## src/rtl/note_frame_sched.sv

```systemverilog
// note_frame_sched: queues note-mask updates and applies one per frame at vsync fall, with per-note minimum hold
//   vgaclk/reset_n : pixel clock, async active-low reset
//   vsync          : active-low vertical sync; its falling edge marks frame start
//   upd_valid/upd_notes/upd_ready : producer handshake for 8-bit note masks (bit7 = lowest note)
//   notes          : registered displayed mask, changes only just after frame start
//   pending        : FIFO occupancy
module note_frame_sched #(
  parameter int DEPTH = 4,
  parameter int HOLD_FRAMES = 6
) (
  input  logic       vgaclk,
  input  logic       reset_n,
  input  logic       vsync,
  input  logic       upd_valid,
  input  logic [7:0] upd_notes,
  output logic       upd_ready,
  output logic [7:0] notes,
  output logic [3:0] pending
);
  localparam int AW = $clog2(DEPTH);
  localparam logic [2:0] HLOAD = 3'(HOLD_FRAMES - 1);
  typedef enum logic [1:0] {IDLE, WAIT, APPLY} state_t;
  state_t state, state_nx;
  logic vsync_q, fs, push, pop;
  logic [7:0] mem [DEPTH];
  logic [7:0] head, doff;
  logic [AW-1:0] wp, rp;
  logic [2:0] hold [8];
  assign fs = vsync_q & ~vsync;
  assign upd_ready = pending < 4'(DEPTH);
  assign push = upd_valid & upd_ready;
  assign pop = state == APPLY;
  assign head = mem[rp];
  // APPLY always pops, so entries remain unless the last one leaves without a refill
  always_comb begin
    state_nx = state == IDLE  ? (push ? WAIT : IDLE) :
               state == WAIT  ? (fs ? APPLY : WAIT) :
               state == APPLY ? ((pending != 4'd1 || push) ? WAIT : IDLE) : IDLE;
  end
  always_ff @(posedge vgaclk)
    if (push) mem[wp] <= upd_notes;
  always_ff @(posedge vgaclk or negedge reset_n) begin
    if (!reset_n) begin
      vsync_q <= 1'b1;
      state <= IDLE;
      wp <= '0;
      rp <= '0;
      pending <= '0;
      notes <= '0;
      doff <= '0;
      for (int i = 0; i < 8; i++) hold[i] <= '0;
    end else begin
      vsync_q <= vsync;
      state <= state_nx;
      if (push) wp <= wp + AW'(1);
      if (pop) rp <= rp + AW'(1);
      pending <= pending + 4'(push) - 4'(pop);
      for (int i = 0; i < 8; i++) begin
        // hold ticks down once per frame; a deferred off fires as it expires
        if (fs && hold[i] != 3'd0) begin
          hold[i] <= hold[i] - 3'd1;
          if (hold[i] == 3'd1 && doff[i]) begin
            notes[i] <= 1'b0;
            doff[i] <= 1'b0;
          end
        end
        if (pop) begin
          if (head[i] && !notes[i]) begin
            notes[i] <= 1'b1;
            hold[i] <= HLOAD;
            doff[i] <= 1'b0;
          end else if (head[i]) doff[i] <= 1'b0;
          else if (notes[i]) begin
            if (hold[i] == 3'd0) notes[i] <= 1'b0;
            else doff[i] <= 1'b1;
          end
        end
      end
    end
  end
endmodule

```

## config.mk

```make
export PLATFORM = sky130hd
export DESIGN_NAME = note_frame_sched
export DESIGN_NICKNAME = d
export VERILOG_FILES = /design/src/rtl/note_frame_sched.sv
export SDC_FILE = /design/constraint.sdc
export NUM_CORES = 1
export LEC_CHECK = 0
export CORE_ASPECT_RATIO = 1.1
export CORE_MARGIN = 2
export CORE_UTILIZATION = 30
export CTS_BUF_LIST = sky130_fd_sc_hd__clkbuf_8
export CTS_CLUSTER_DIAMETER = 100
export DETAILED_ROUTE_END_ITERATION = 8
export RECOVER_POWER = 100
export SETUP_SLACK_MARGIN = 0.1
export SKIP_LAST_GASP = 1
export SYNTH_ARGS = -nofsm -noshare
export SYNTH_HDL_FRONTEND = slang
export SYNTH_SLANG_ARGS = --single-unit
```

## constraint.sdc

```tcl
create_clock -name vgaclk -period 5 [get_ports vgaclk]
set_input_delay 1.5 -clock vgaclk [delete_from_list [all_inputs] [get_ports vgaclk]]
set_output_delay 1.5 -clock vgaclk [all_outputs]
set_load 0.05 [all_outputs]
```

Word level (Yosys, flattened, before mapping)
Memory sizes are Yosys's and may differ from the RTL's.
Index checks and enable logic that the tools add are counted.
{"block": "totals", "input_bits": 12, "elab_cells": 237, "mem_count": 1, "output_inout_bits": 13, "ramBits": 32, "reg_bits": 51}
{"memory": "mem", "depth": 4, "width": 8, "read_ports": 1, "rd_ports_with_merged_regs": 0, "write_ports": 1, "line": "25", "rtl": "logic [7:0] mem [DEPTH];"}
{"block": "classes", "eq_ne": 11, "n_reduce_logical": 50, "n_mux": 144, "bitwise": 3, "addsub": 12, "n_lt_le_gt_ge": 1}
{"cell": "two-way mux 1 bit", "count": 117}
{"cell": "two-way mux 3 bit", "count": 24}
{"cell": "equality test 3 x 1 -> 1 bit (second input constant)", "count": 8}
{"cell": "logical AND 1 bit", "count": 24}
{"cell": "zero test 3 bit", "count": 8}
{"cell": "nonzero test 3 bit", "count": 8}
{"cell": "subtractor 3 x 1 -> 3 bit (second input constant)", "count": 8}
{"cell": "zero test 1 bit", "count": 8}
{"cell": "two-way mux 2 bit", "count": 3}
{"cell": "adder 2 x 1 -> 2 bit (second input constant)", "count": 2}
{"cell": "adder 4 x 1 -> 4 bit", "count": 1}
{"cell": "less-than comparator 4 x 3 -> 1 bit (second input constant)", "count": 1}
{"cell": "!= test 4 x 1 -> 1 bit (second input constant)", "count": 1}
{"cell": "subtractor 4 x 1 -> 4 bit", "count": 1}
{"cell": "bitwise AND 1 bit", "count": 2}
{"cell": "equality test 2 x 1 -> 1 bit (second input constant)", "count": 1}
{"cell": "equality test 2 bit (second input constant)", "count": 1}
{"cell": "zero test 2 bit", "count": 1}
{"cell": "logical OR 1 bit", "count": 1}
{"cell": "NOT 1 bit", "count": 1}

Depth between registers and ports, before layout
{"block": "logic_depth", "ltp_word": 9, "ltp_mapped": 10, "mapped_depth_nobuf": 9}

Worst setup path before layout
No wires, ideal clock.
{"block": "synth_timing", "path_type": "input-to-reg", "start": "in upd_valid", "end": "reg pending[2]", "slack_ps": 2225, "required_time_ps": 4877, "setup_ps": 123, "t_arrival_ps": 2652, "stages": 6, "n_path_buf": 0, "path_cell_list": "nand2_1 -> ha_1 -> inv_1 -> ha_1 -> fa_1 -> xor2_1"}
{"block": "synth_via", "elab_chain_len": 3}
{"element": "from (decl)", "line": "14", "rtl": "input logic upd_valid,"}
{"element": "bitwise AND 1 bit", "line": "31", "rtl": "assign push = upd_valid & upd_ready;"}
{"element": "adder 4 x 1 -> 4 bit", "line": "57", "rtl": "pending <= pending + 4'(push) - 4'(pop);"}
{"element": "subtractor 4 x 1 -> 4 bit", "line": "57"}
{"element": "to (signal assigned)", "line": "57"}
{"element": "to (decl)", "line": "18", "rtl": "output logic [3:0] pending"}
Every way passes these cells.
A chain may end at the register's enable or synchronous reset.

Final worst setup path
{"block": "layout_timing", "start": "reg state[0]", "end": "reg pending[2]"}
{"block": "layout_via", "elab_chain_len": 2}
{"element": "from (decl)", "line": "23", "rtl": "state_t state, state_nx;"}
{"element": "from (signal assigned)", "line": "54", "rtl": "state <= state_nx;"}
{"element": "equality test 2 bit", "line": "32", "rtl": "assign pop = state == APPLY;"}
{"element": "subtractor 4 x 1 -> 4 bit", "line": "57"}
Every way passes these cells.

==> impl_metrics.csv <==
group,metric,value,unit
global_route,grt_max_degree,56,
logic_synthesis,ys_ff_latch,83,
floorplanning,core,0.0137,sq mm
cts,clock_latency,0.35,ns
logic_synthesis,synthesis.nets,395,
global_route,grt_antenna_before_repair,0,
hold_path,worstHoldStart,"state[1]",
cts,clock_sinks,83,
drt,drc_errors,0,
drt,drtIter0Drc,176,
cts,cts_buffer_depth,2,
logic_synthesis,syn_area,0.00419,sq mm
logic_synthesis,ys_seq_area_frac,0.534,
floorplanning,dieArea,0.0149,sq mm
timing,fmax,255,MHz
drt,wl_per_cell,13.9,um
final_layout,final_nets,419,
logic_synthesis,yosysWarnings,0,
critical_path,arrival,4.15,ns
timing,period_needed,3.91,ns
cts,cts_made_buffers,9,
drt,wirelength,7850,um
logic_synthesis,syn_avg_cell_area,12.0,sq um
outcome,status,"finished, violations left",
global_route,gr-total-overflow,0,
timing,period_share,0.783,
logic_synthesis,synthAdderAreaFrac,0.103,
hold_path,holdCritPathClass,"flip-flop to flip-flop",
timing,setup_tns,0,ns
cts,cts_setup_buffers,0,
cts,cts_root_buf,"clkbuf_8",
final_layout,diodes,0,
place,place_area,0.00461,sq mm
global_route,grt_pass1_wl,13500,um
critical_path,worst-setup-path-type,"flip-flop to flip-flop",
critical_path,end_kind,"flip-flop",
global_route,grt_pass1_vias,2741,
logic_synthesis,synth_mux_area_frac,0.0508,
place,placedCellCount,550,
logic_synthesis,synth_top_family_by_area,"simple AND/OR/NAND/NOR gates",
logic_synthesis,synth-main-ff-cell,"dfrtp_1",
timing,maxSlewHeadroom,-0.327,
cts,cts_resized,0,
floorplanning,die_y,128,um
power,irDropWorstVdd,0.145,mV
cts,cts.reportedPaths.clkPinSlew,0.08,ns
final_layout,final-instance-count-excl-fill,566,
outcome,violations,"max-capacitance violations, max-slew violations",
drt,routed-via-count,2724,
drt,postRouteAntennaNets,0,
power,p_per_area,469,mW/mm^2
run,max_cap_viol_count,2,
drt,vias_per_cell,4.81,
logic_synthesis,synth-compound-area-share,0.0964,
floorplanning,start_util,0.305,
timing,clock_skew,0.0113,ns
timing,rsz0062_at_grt,"no",
place,place_hpwl,5410,um
critical_path,r2r_start,"state[0]",
timing,tightest_slew,1.99,ns
logic_synthesis,async_flop_share,0.614,
final_layout,drive_gt1_frac,0.0926,
drt,drt_pass1_iterations,4,
place,numPortBuffers,24,
critical_path,required,5.24,ns
critical_path,start_kind,"flip-flop",
final_layout,postLayoutCellArea,0.00483,sq mm
timing,setup-violations-final,0,
timing,report.final.slew_viol_count,91,
final_layout,n_fill_cell,1366,
power,p_leak,1.99,nW
logic_synthesis,syn_inst,349,
place,gp_congestion,0.743,
cts,cts_tree,"done",
logic_synthesis,synth_edf_count,32,
critical_path,critPathMaxFanout,34,
cts,htreeDepth,3,
global_route,grt_use_total,0.115,
final_layout,area_delta_synth_final,15.3,%
timing,finalHoldViolations,0,
logic_synthesis,synth-xor-area-share,0.0105,
logic_synthesis,synth-simple-area-share,0.155,
floorplanning,die_w,117,um
floorplanning,rows,45,
timing,hold-worst-slack,0.476,ns
critical_path,startpoint,"state[0]",
logic_synthesis,synth_cell_types,40,
floorplanning,io_pins,25,
cts,cts_hold_repair.buffers,0,
==> flip-flops by register name (all words and copies together), names as in the netlist <==
| name | cells |
|---|---|
| pending | 4 |
| mem | 32 |
| state | 2 |
| doff | 8 |
| vsync_q | 1 |
| notes | 8 |
| rp | 2 |
| hold | 24 |
| wp | 2 |
==> layer usage <==
layer	track usage	vias up	wire length, um
met1	0.151	1341	3700
met2	0.188	42	3780
met5	0	-	0
met3	0.0180	11	213
li1	-	1330	-
met4	0.0512	0	149
==> cell usage after synthesis (3+ instances only) <==
| master | number | area share |
|---|---|---|
| o21ai_0 | 24 | 0.029 |
| a311oi_1 | 8 | 0.017 |
| nand3b_1 | 3 | 0.0054 |
| ha_1 | 33 | 0.099 |
| a21oi_1 | 9 | 0.011 |
| mux4_2 | 8 | 0.043 |
| a22oi_1 | 8 | 0.014 |
| or4_1 | 8 | 0.014 |
| clkbuf_1 | 6 | 0.0054 |
| nor3b_1 | 4 | 0.0072 |
| o41ai_1 | 3 | 0.0063 |
| nand3_1 | 31 | 0.037 |
| edfxtp_1 | 32 | 0.23 |
| buf_2 | 4 | 0.0048 |
| o31ai_1 | 5 | 0.0090 |
| and3_1 | 9 | 0.013 |
| dfrtp_1 | 50 | 0.30 |
| nand2b_1 | 12 | 0.018 |
| nand3b_2 | 8 | 0.021 |
| or3_1 | 4 | 0.0060 |
| nor3_1 | 10 | 0.012 |
| xnor2_1 | 3 | 0.0063 |
| nor4_1 | 3 | 0.0045 |
| nor2b_1 | 9 | 0.013 |
| inv_1 | 36 | 0.032 |
==> stage by stage <==
step                      utilization  setup slack (ns)  power, mW
after global placement          0.336              1.60       1.70
after CTS                       0.353              1.53       2.30
after floorplan                     -              2.22       1.52
final                           0.352              1.09       2.27
after global routing            0.352             0.732       2.43
after detailed placement        0.336              1.54       1.73
==> cells by family (layout without fill, tap and decap cells) <==
logic type               after synthesis  count (layout)
multiplexers                          11              11
adder cells (fa/ha/maj)               34              34
flip-flops                            83              83
XOR/XNOR                               5               5
buffers and inverters                 50              79
AND/OR/NAND/NOR                      104             104
AO/OA/AOI/OAI                         62              62
==> placed cells by master, fill, tap and decap left out, drive strengths merged, types with 10 or more instances in the layout <==
cell	instances
nor3	10
o21ai	24
edfxtp	32
nand3	31
dfrtp	50
inv	38
nand3b	11
clkbuf	12
ha	33
nand2b	12
dlygate4sd3	23
==> power by group <==
| group | internal [mW] | switching (mW) |
|---|---|---|
| registers | 0.866 | 0.135 |
| clock network | 0.327 | 0.235 |
| logic | 0.283 | 0.419 |
| total | 1.48 | 0.789 |
==> worst paths after layout <==
| kind | slack (ns) | to | cells after the start |
|---|---|---|---|
| worst max register to register | 1.09 | pending[2] | 7 |
| min in group asynchronous | 1.68 | hold[23] | 1 |
| worst max-delay path | 1.09 | pending[2] | 7 |
| max in group asynchronous | 1.62 | doff[4] | 2 |
| worst min-delay path | 0.48 | state[1] | 1 |
| worst min register to register | 0.48 | state[1] | 1 |
==> worst max-delay path, stage by stage, from the launching register on <==
cell and delay [ns]:
dfrtp_1 0.40, nand2b_1 0.53, clkinvlp_2 1.30, ha_1 0.76
inv_1 0.04, ha_1 0.21, fa_1 0.39, xor2_1 0.17
==> area by class of cell <==
type	count	area [sq um]	area share
clock buffer	9	124	0.0256
clock inverter	7	110	0.0228
inverter	37	140	0.0290
multi-input combinational	216	1740	0.361
sequential	83	2240	0.463
tap	188	235	0.0487
timing repair buffer	26	241	0.0500
(Power assumes the default switching activity.)
